**src/rtl/usb_pkg.sv**
```systemverilog
// usb_pkg: definitions shared by the full-speed bit-stuffing NRZI transmitter.
//   state_t       transmitter FSM states
//   SYNC_PATTERN  raw SYNC field, sent LSB-first (seven 0s then a 1)
//   line_t        {dp, dm} line-state encodings (J, K, SE0)
//   LEVEL_J       value of the NRZI level register that means J
//   level_line()  maps an NRZI level to its {dp, dm} line state
package usb_pkg;

  typedef enum logic [2:0] {
    IDLE  = 3'd0,
    SYNC  = 3'd1,
    DATA  = 3'd2,
    STUFF = 3'd3,
    EOP0  = 3'd4,
    EOP1  = 3'd5,
    EOPJ  = 3'd6
  } state_t;

  localparam logic [7:0] SYNC_PATTERN = 8'b1000_0000;

  typedef enum logic [1:0] {
    LINE_SE0 = 2'b00,
    LINE_K   = 2'b01,
    LINE_J   = 2'b10
  } line_t;

  localparam logic LEVEL_J = 1'b1;

  function automatic line_t level_line(input logic level);
    return (level == LEVEL_J) ? LINE_J : LINE_K;
  endfunction

endpackage

```
**src/rtl/usb_bitstuff_nrzi_tx_if.sv**
```systemverilog
// usb_bitstuff_nrzi_tx_if: bit-serial handshake between the upstream packet
// serializer (master) and the bit-stuffing NRZI transmitter (slave).
//   in_valid  serializer presents a packet bit
//   in_bit    packet bit, LSB-first as received
//   in_last   marks the final bit of the packet
//   in_ready  transmitter takes the bit on a rising clk edge when both high
interface usb_bitstuff_nrzi_tx_if;
  logic in_valid;
  logic in_bit;
  logic in_last;
  logic in_ready;

  modport master (output in_valid, output in_bit, output in_last, input in_ready);
  modport slave  (input in_valid, input in_bit, input in_last, output in_ready);
endinterface

```
**src/rtl/usb_nrzi_drv.sv**
```systemverilog
// usb_nrzi_drv: NRZI level register and registered full-speed line outputs.
//   clk, rst_b  clock, asynchronous active-low reset
//   raw         raw bit for this cycle: 0 toggles the level, 1 holds it
//   se0         drive SE0 this cycle; the NRZI level is left untouched
//   drive       transmitter active; when low the line idles at J with oe=0
//               and the level register returns to J
//   dp, dm, oe  registered line levels and transceiver output enable
//   level       current NRZI level (LEVEL_J means J), used by the FSM to
//               choose the raw bit that lands the line on J after SE0
module usb_nrzi_drv
  import usb_pkg::*;
(
  input  logic clk,
  input  logic rst_b,
  input  logic raw,
  input  logic se0,
  input  logic drive,
  output logic dp,
  output logic dm,
  output logic oe,
  output logic level
);

  logic level_next;

  assign level_next = raw ? level : ~level;

  always_ff @(posedge clk or negedge rst_b) begin
    if (!rst_b) begin
      level    <= LEVEL_J;
      {dp, dm} <= LINE_J;
      oe       <= 1'b0;
    end else if (!drive) begin
      level    <= LEVEL_J;
      {dp, dm} <= LINE_J;
      oe       <= 1'b0;
    end else if (se0) begin
      {dp, dm} <= LINE_SE0;
      oe       <= 1'b1;
    end else begin
      level    <= level_next;
      {dp, dm} <= level_line(level_next);
      oe       <= 1'b1;
    end
  end

endmodule

```
**src/rtl/usb_bitstuff_nrzi_tx.sv**
```systemverilog
// usb_bitstuff_nrzi_tx: full-speed USB transmit back end. Frames a bit-serial
// packet with SYNC and EOP, inserts a stuffed 0 after STUFF_LIMIT consecutive
// ones, and NRZI-encodes the result onto dp/dm. One bit time per clk cycle.
//   clk, rst_b  clock, asynchronous active-low reset
//   in_if       slave side of the in_valid/in_bit/in_last/in_ready handshake
//   dp, dm, oe  registered line levels and output enable
//   busy        high whenever the FSM is not IDLE
//   err         one-cycle pulse when the serializer underruns mid-packet
// The line is one cycle behind the FSM: the state of cycle t decides the raw
// bit, which the driver registers onto dp/dm at the end of that cycle.
module usb_bitstuff_nrzi_tx
  import usb_pkg::*;
#(
  parameter int STUFF_LIMIT = 6
) (
  input  logic                        clk,
  input  logic                        rst_b,
  usb_bitstuff_nrzi_tx_if.slave       in_if,
  output logic                        dp,
  output logic                        dm,
  output logic                        oe,
  output logic                        busy,
  output logic                        err
);

  localparam int ONES_W = $clog2(STUFF_LIMIT + 1);
  localparam logic [ONES_W-1:0] ONES_MAX = ONES_W'(STUFF_LIMIT);

  state_t            state_reg;
  logic [2:0]        sync_cnt_reg;
  logic [ONES_W-1:0] ones_reg;
  logic [ONES_W-1:0] ones_inc;
  logic              stuff_last_reg;
  logic              in_ready_reg;
  logic              busy_reg;
  logic              err_reg;
  logic              stuff_hit;

  logic raw;
  logic se0;
  logic drive;
  logic level;

  // Saturating increment keeps the counter inside 0..STUFF_LIMIT.
  assign ones_inc  = (ones_reg == ONES_MAX) ? ones_reg : ones_reg + ONES_W'(1);
  assign stuff_hit = in_if.in_bit && (ones_inc == ONES_MAX);

  assign in_if.in_ready = in_ready_reg;
  assign busy           = busy_reg;
  assign err            = err_reg;

  always_ff @(posedge clk or negedge rst_b) begin
    if (!rst_b) begin
      state_reg      <= IDLE;
      sync_cnt_reg   <= 3'd0;
      ones_reg       <= '0;
      stuff_last_reg <= 1'b0;
      in_ready_reg   <= 1'b0;
      busy_reg       <= 1'b0;
      err_reg        <= 1'b0;
    end else begin
      err_reg <= 1'b0;
      case (state_reg)
        IDLE: begin
          ones_reg       <= '0;
          sync_cnt_reg   <= 3'd0;
          stuff_last_reg <= 1'b0;
          if (in_if.in_valid) begin
            state_reg <= SYNC;
            busy_reg  <= 1'b1;
          end
        end

        SYNC: begin
          // SYNC bits feed the ones counter, so it leaves SYNC at 1.
          ones_reg     <= SYNC_PATTERN[sync_cnt_reg] ? ones_inc : '0;
          sync_cnt_reg <= sync_cnt_reg + 3'd1;
          if (sync_cnt_reg == 3'd7) begin
            state_reg    <= DATA;
            in_ready_reg <= 1'b1;
          end
        end

        DATA: begin
          if (in_if.in_valid) begin
            if (!in_if.in_bit || stuff_hit) begin
              ones_reg <= '0;
            end else begin
              ones_reg <= ones_inc;
            end
            if (stuff_hit) begin
              // The stuffed 0 always goes out, even after the last bit.
              state_reg      <= STUFF;
              stuff_last_reg <= in_if.in_last;
              in_ready_reg   <= 1'b0;
            end else if (in_if.in_last) begin
              state_reg    <= EOP0;
              in_ready_reg <= 1'b0;
            end
          end else begin
            // Underrun: abort the packet with an EOP.
            err_reg      <= 1'b1;
            state_reg    <= EOP0;
            in_ready_reg <= 1'b0;
          end
        end

        STUFF: begin
          if (stuff_last_reg) begin
            state_reg <= EOP0;
          end else begin
            state_reg    <= DATA;
            in_ready_reg <= 1'b1;
          end
        end

        EOP0: state_reg <= EOP1;
        EOP1: state_reg <= EOPJ;

        EOPJ: begin
          state_reg <= IDLE;
          busy_reg  <= 1'b0;
        end

        default: begin
          state_reg    <= IDLE;
          in_ready_reg <= 1'b0;
          busy_reg     <= 1'b0;
        end
      endcase
    end
  end

  // Raw bit / SE0 / drive request for the driver in the current state.
  always_comb begin
    raw   = 1'b1;
    se0   = 1'b0;
    drive = 1'b1;
    case (state_reg)
      IDLE:       drive = 1'b0;
      SYNC:       raw   = SYNC_PATTERN[sync_cnt_reg];
      // On underrun the abort cycle holds the line (raw 1) before SE0.
      DATA:       raw   = in_if.in_valid ? in_if.in_bit : 1'b1;
      STUFF:      raw   = 1'b0;
      EOP0, EOP1: se0   = 1'b1;
      // Hold if already at J, toggle if at K: either way the line ends on J.
      EOPJ:       raw   = (level == LEVEL_J);
      default:    drive = 1'b0;
    endcase
  end

  usb_nrzi_drv u_drv (
    .clk   (clk),
    .rst_b (rst_b),
    .raw   (raw),
    .se0   (se0),
    .drive (drive),
    .dp    (dp),
    .dm    (dm),
    .oe    (oe),
    .level (level)
  );

endmodule

```
**src/flat_wrapper.sv**
```systemverilog
// flat-port wrapper written by rule: the top's interface ports become plain ports
module usb_bitstuff_nrzi_tx_flat import usb_pkg::*;
#(
  parameter int STUFF_LIMIT = 6
)
  (clk, rst_b, dp, dm, oe, busy, err, in_if_in_valid, in_if_in_bit, in_if_in_last, in_if_in_ready);
  usb_bitstuff_nrzi_tx_if in_if_i ();
  input  logic clk;
  input  logic rst_b;
  output logic dp;
  output logic dm;
  output logic oe;
  output logic busy;
  output logic err;
  input wire logic [$bits(in_if_i.in_valid)-1:0] in_if_in_valid;
  input wire logic [$bits(in_if_i.in_bit)-1:0] in_if_in_bit;
  input wire logic [$bits(in_if_i.in_last)-1:0] in_if_in_last;
  output wire logic [$bits(in_if_i.in_ready)-1:0] in_if_in_ready;
  assign in_if_i.in_valid = in_if_in_valid;
  assign in_if_i.in_bit = in_if_in_bit;
  assign in_if_i.in_last = in_if_in_last;
  assign in_if_in_ready = in_if_i.in_ready;
  usb_bitstuff_nrzi_tx #(.STUFF_LIMIT(STUFF_LIMIT)) u_core (.clk(clk), .rst_b(rst_b), .in_if(in_if_i), .dp(dp), .dm(dm), .oe(oe), .busy(busy), .err(err));
endmodule
```
**config.mk**
```make
export PLATFORM = sky130hd
export DESIGN_NAME = usb_bitstuff_nrzi_tx_flat
export DESIGN_NICKNAME = d
export VERILOG_FILES = /design/src/rtl/usb_pkg.sv /design/src/rtl/usb_bitstuff_nrzi_tx_if.sv /design/src/rtl/usb_nrzi_drv.sv /design/src/rtl/usb_bitstuff_nrzi_tx.sv /design/src/flat_wrapper.sv
export SDC_FILE = /design/constraint.sdc
export NUM_CORES = 1
export LEC_CHECK = 0
export BUFFER_PORTS_ARGS = -buffer_cell sky130_fd_sc_hd__buf_2
export CAP_MARGIN = 30
export CORE_MARGIN = 3
export CORE_UTILIZATION = 42
export CTS_CLUSTER_SIZE = 14
export DETAILED_ROUTE_END_ITERATION = 8
export PLACE_DENSITY = 0.68
export SETUP_SLACK_MARGIN = 0.05
export SYNTH_ARGS = -nofsm -noshare
export SYNTH_HDL_FRONTEND = slang
export SYNTH_SLANG_ARGS = --single-unit
export TNS_END_PERCENT = 30
```
**constraint.sdc**
```tcl
create_clock -name clk -period 1.9 [get_ports clk]
set_input_delay 0.095 -clock clk [delete_from_list [all_inputs] [get_ports clk]]
set_output_delay 0.095 -clock clk [all_outputs]
set_load 0.02 [all_outputs]
```
==> metrics.md <==
| Metric | Value |
|---|---|
| Clk sinks | `17` |
| Die H | `~55 um` |
| Crit-path cells | `ha_2 -> or3b_1 -> a211oi_2 -> o21ai_2 -> a221o_1` |
| Die Area | `roughly 3100 sq um` |
| Fmax | `559.9 MHz` |
| Drt first-iter violations | `21` |
| HPWL reported at the end of detailed placement | `roughly 1.6 mm` |
| Buf/Inv on CP | `0` |
| Syn_nets | `125` |
| Hold_ws | `~63 ps` |
| WL/cell | `13.97 um` |
| CTS buffer count | `3` |
| Post-synthesis sequential element count | `17` |
| Post-synthesis mux area share | `0.01963` |
| Leakage Power | `between 0.0005 and 0.0006 uW` |
| Status | `complete, no violations` |
| Vias/cell | `just under 6` |
| Rel. slew slack | `0.7521` |
| Slowest cell on crit path | `dfrtp_1` |
| Total Wirelength | `roughly 2.3 mm` |
| CP peak stage delay | `430 ps` |
| Initial antenna violation count | `0` |
| Net count, final | `145` |
| Largest family of logic cells by synthesized area | `compound AO/OA/AOI/OAI gates` |
| Final Slew Violations | `0` |
| Wire length of the first global-routing pass | `3.988 mm` |
| Synthesized area per cell | `approximately 8.8 sq um` |
| Global router's overall resource usage | `0.1626` |
| Endpoints failing hold | `0` |
| Post-Synth Adder-Cell Area | `0.04908` |
| GRT overflow | `0` |
| Max FO, Critical Path | `4` |
| Hold WC Path Type | `in2reg` |
| Cell Area, Synth | `roughly 1000 sq um` |
| Synth Area in XOR/XNOR | `0` |
| Crit path DAT | `between 1500 and 2000 ps` |
| DR DRC count | `0` |
| Sequential element share of the synthesized area | `0.4196` |
| Crit share post-route | `0.9401` |
| Core area | `between 2000 and 2500 sq um` |
| Worst setup EP type | `flip-flop` |
| Largest net degree at the start of global routing | `18` |
| Required time worst endpoint | `2090 ps` |
| Tightest Pin Transition | `between 300 and 400 ps` |
| Reg-to-reg slack, setup | `110 ps` |
| Die width | `roughly 55 um` |
| FILL cells | `between 200 and 250` |
| Simple-gate portion of the synthesized area | `0.2319` |
| Total number of vias | `roughly 940` |
| Final Critical Period | `~1800 ps` |
| H-tree level count | `1` |
| Ys async rst share | `1.000` |
| Total Neg Setup Slack | `0 ps` |
| Routed Antenna Nets | `0` |
| Port Buffer Count | `10` |
| Clock tree buffer depth | `2` |
| PwrDens | `between 1000 and 1500 nW/um^2` |
| Crit path max-delay family | `compound AO/OA/AOI/OAI gates` |
| EDFF count, synth | `0` |
| Setup Skew | `4.543 ps` |
| Drt pass-1 iters | `4` |
| Type of origin of the critical path | `flip-flop` |
| Worst skew pair latency | `roughly 300 ps` |
| Max-cap viol count | `0` |
| Layout cells sized above 1 | `0.2519` |
| # rows | `17` |
| Worst vdd ir | `0.6360 mV` |
| Number of global-route vias before repair | `868` |
| Post-synthesis compound-gate area fraction | `0.2429` |
| Initial Util | `0.4523` |
| IO Count | `11` |
| Critical path class | `reg2reg` |
| Ys Warns | `0` |
| Routability cong. | `between 0.8 and 0.9` |
| Cells after Synth | `116` |
| Setup violations, final | `0` |
| Cell variety after synth | `37` |
| Overall power | `about 1500 uW` |
| N_diodes | `0` |
| Area Overhead vs Synth | `18.28%` |
| TritonCTS clock tree | `built` |
| CTS clock-pin slew for the worst setup and hold paths | `approximately 110 ps` |
| Predominant post-synthesis flop cell | `dfrtp_1` |
| CTS root buffer | `clkbuf_4` |
| RSZ-0062 raised after global routing | `yes` |
-- routing by layer --
layer,wire length (um),part of all wire,global-route usage
met1,1090,0.48,0.2227
met2,1045,0.46,0.2432
met3,86,0.038,0.02804
met4,54,0.024,0.08681
met5,0,0,0
-- metrics by stage --
stage                     instances  cell area (sq um)  worst slack (ps)  utilization
after global placement          154               1131             85.73       0.5017
final                           163               1206             113.9       0.5350
after detailed placement        154               1131             1.364       0.5017
after floorplan                 116               1020             77.24            -
after CTS                       163               1206             55.36       0.5350
after global routing            163               1206             37.77       0.5350
-- worst min-delay path, cell delays in order --
cell,delay (ps)
buf_2,120
nand2_1,50
o21ai_0,60
-- final timing paths --
kind / cells after the start / end / from
hold / removal: 3 / u_core.state_reg[2]$_DFFE_PN0P_ / in_if_in_last
setup reg to reg: 5 / u_core.in_if.in_ready$_DFFE_PN0P_ / u_core.ones_reg[0]$_DFFE_PN0P_
max in group asynchronous: 2 / u_core.u_drv.level$_DFFE_PN1P_ / rst_b
hold reg to reg: 2 / u_core.sync_cnt_reg[2]$_DFFE_PN0P_ / u_core.sync_cnt_reg[2]$_DFFE_PN0P_
setup / recovery: 5 / u_core.in_if.in_ready$_DFFE_PN0P_ / u_core.ones_reg[0]$_DFFE_PN0P_
min in group asynchronous: 2 / u_core.u_drv.dm$_DFF_PN0_ / rst_b
-- synth_stat cells, types with 3 or more instances --
library cell / instances / area share
nor2_1: 9 / 0.033
ha_1: 4 / 0.049
clkbuf_1: 6 / 0.022
dfrtp_1: 15 / 0.37
a21oi_1: 9 / 0.044
o21ai_0: 12 / 0.059
o21a_1: 3 / 0.022
inv_1: 3 / 0.011
nand2b_1: 5 / 0.031
nor3_1: 4 / 0.020
nand2_1: 12 / 0.044
-- layout by cell type, fill, tap and decap left out, drive strengths merged, types with 2 or more instances in the layout --
cell type and count:
a211oi 2, a21oi 9, a22oi 2, a31oi 2
buf 20, clkbuf 3, dfrtp 15, dfstp 2
dlygate4sd3 2, ha 4, inv 3, mux2i 2
nand2 12, nand2b 5, nand3 2, nor2 9
nor3 4, o21a 3, o21ai 13, o31ai 2
or2 2, or3b 2, or4bb 2
-- kinds of logic after synthesis --
| logic type | after synthesis |
|---|---|
| fa+ha+maj | 4 |
| simple gates | 44 |
| mux | 2 |
| flops | 17 |
| compound gates | 39 |
| buf+inv | 10 |
-- layout make-up --
class | instances | area [sq um] | share of cell area
multi-input combinational | 89 | 559.3 | 0.4637
sequential | 17 | 427.9 | 0.3548
timing repair buffer | 22 | 145.1 | 0.1203
tap | 28 | 35.03 | 0.02905
clock buffer | 3 | 22.52 | 0.01867
inverter | 3 | 11.26 | 0.009336
clock inverter | 1 | 5.005 | 0.004149
-- power by group --
part           switching [uW]  internal (uW)
logic                     384            298
registers                 125            490
clock network             121           78.4
total                     630            866
-- timing repair --
| item | in CTS | in global routing |
|---|---|---|
| hold buffers | 2 | 0 |
| setup buffers | 3 | 0 |
| endpoints found under the hold margin | 16 | 0 |
| pin swaps | 4 | 3 |
| endpoints found under the setup margin | 1 | 6 |
| gates resized for setup | 3 | 1 |
Power figures use the tool's default switching activity.
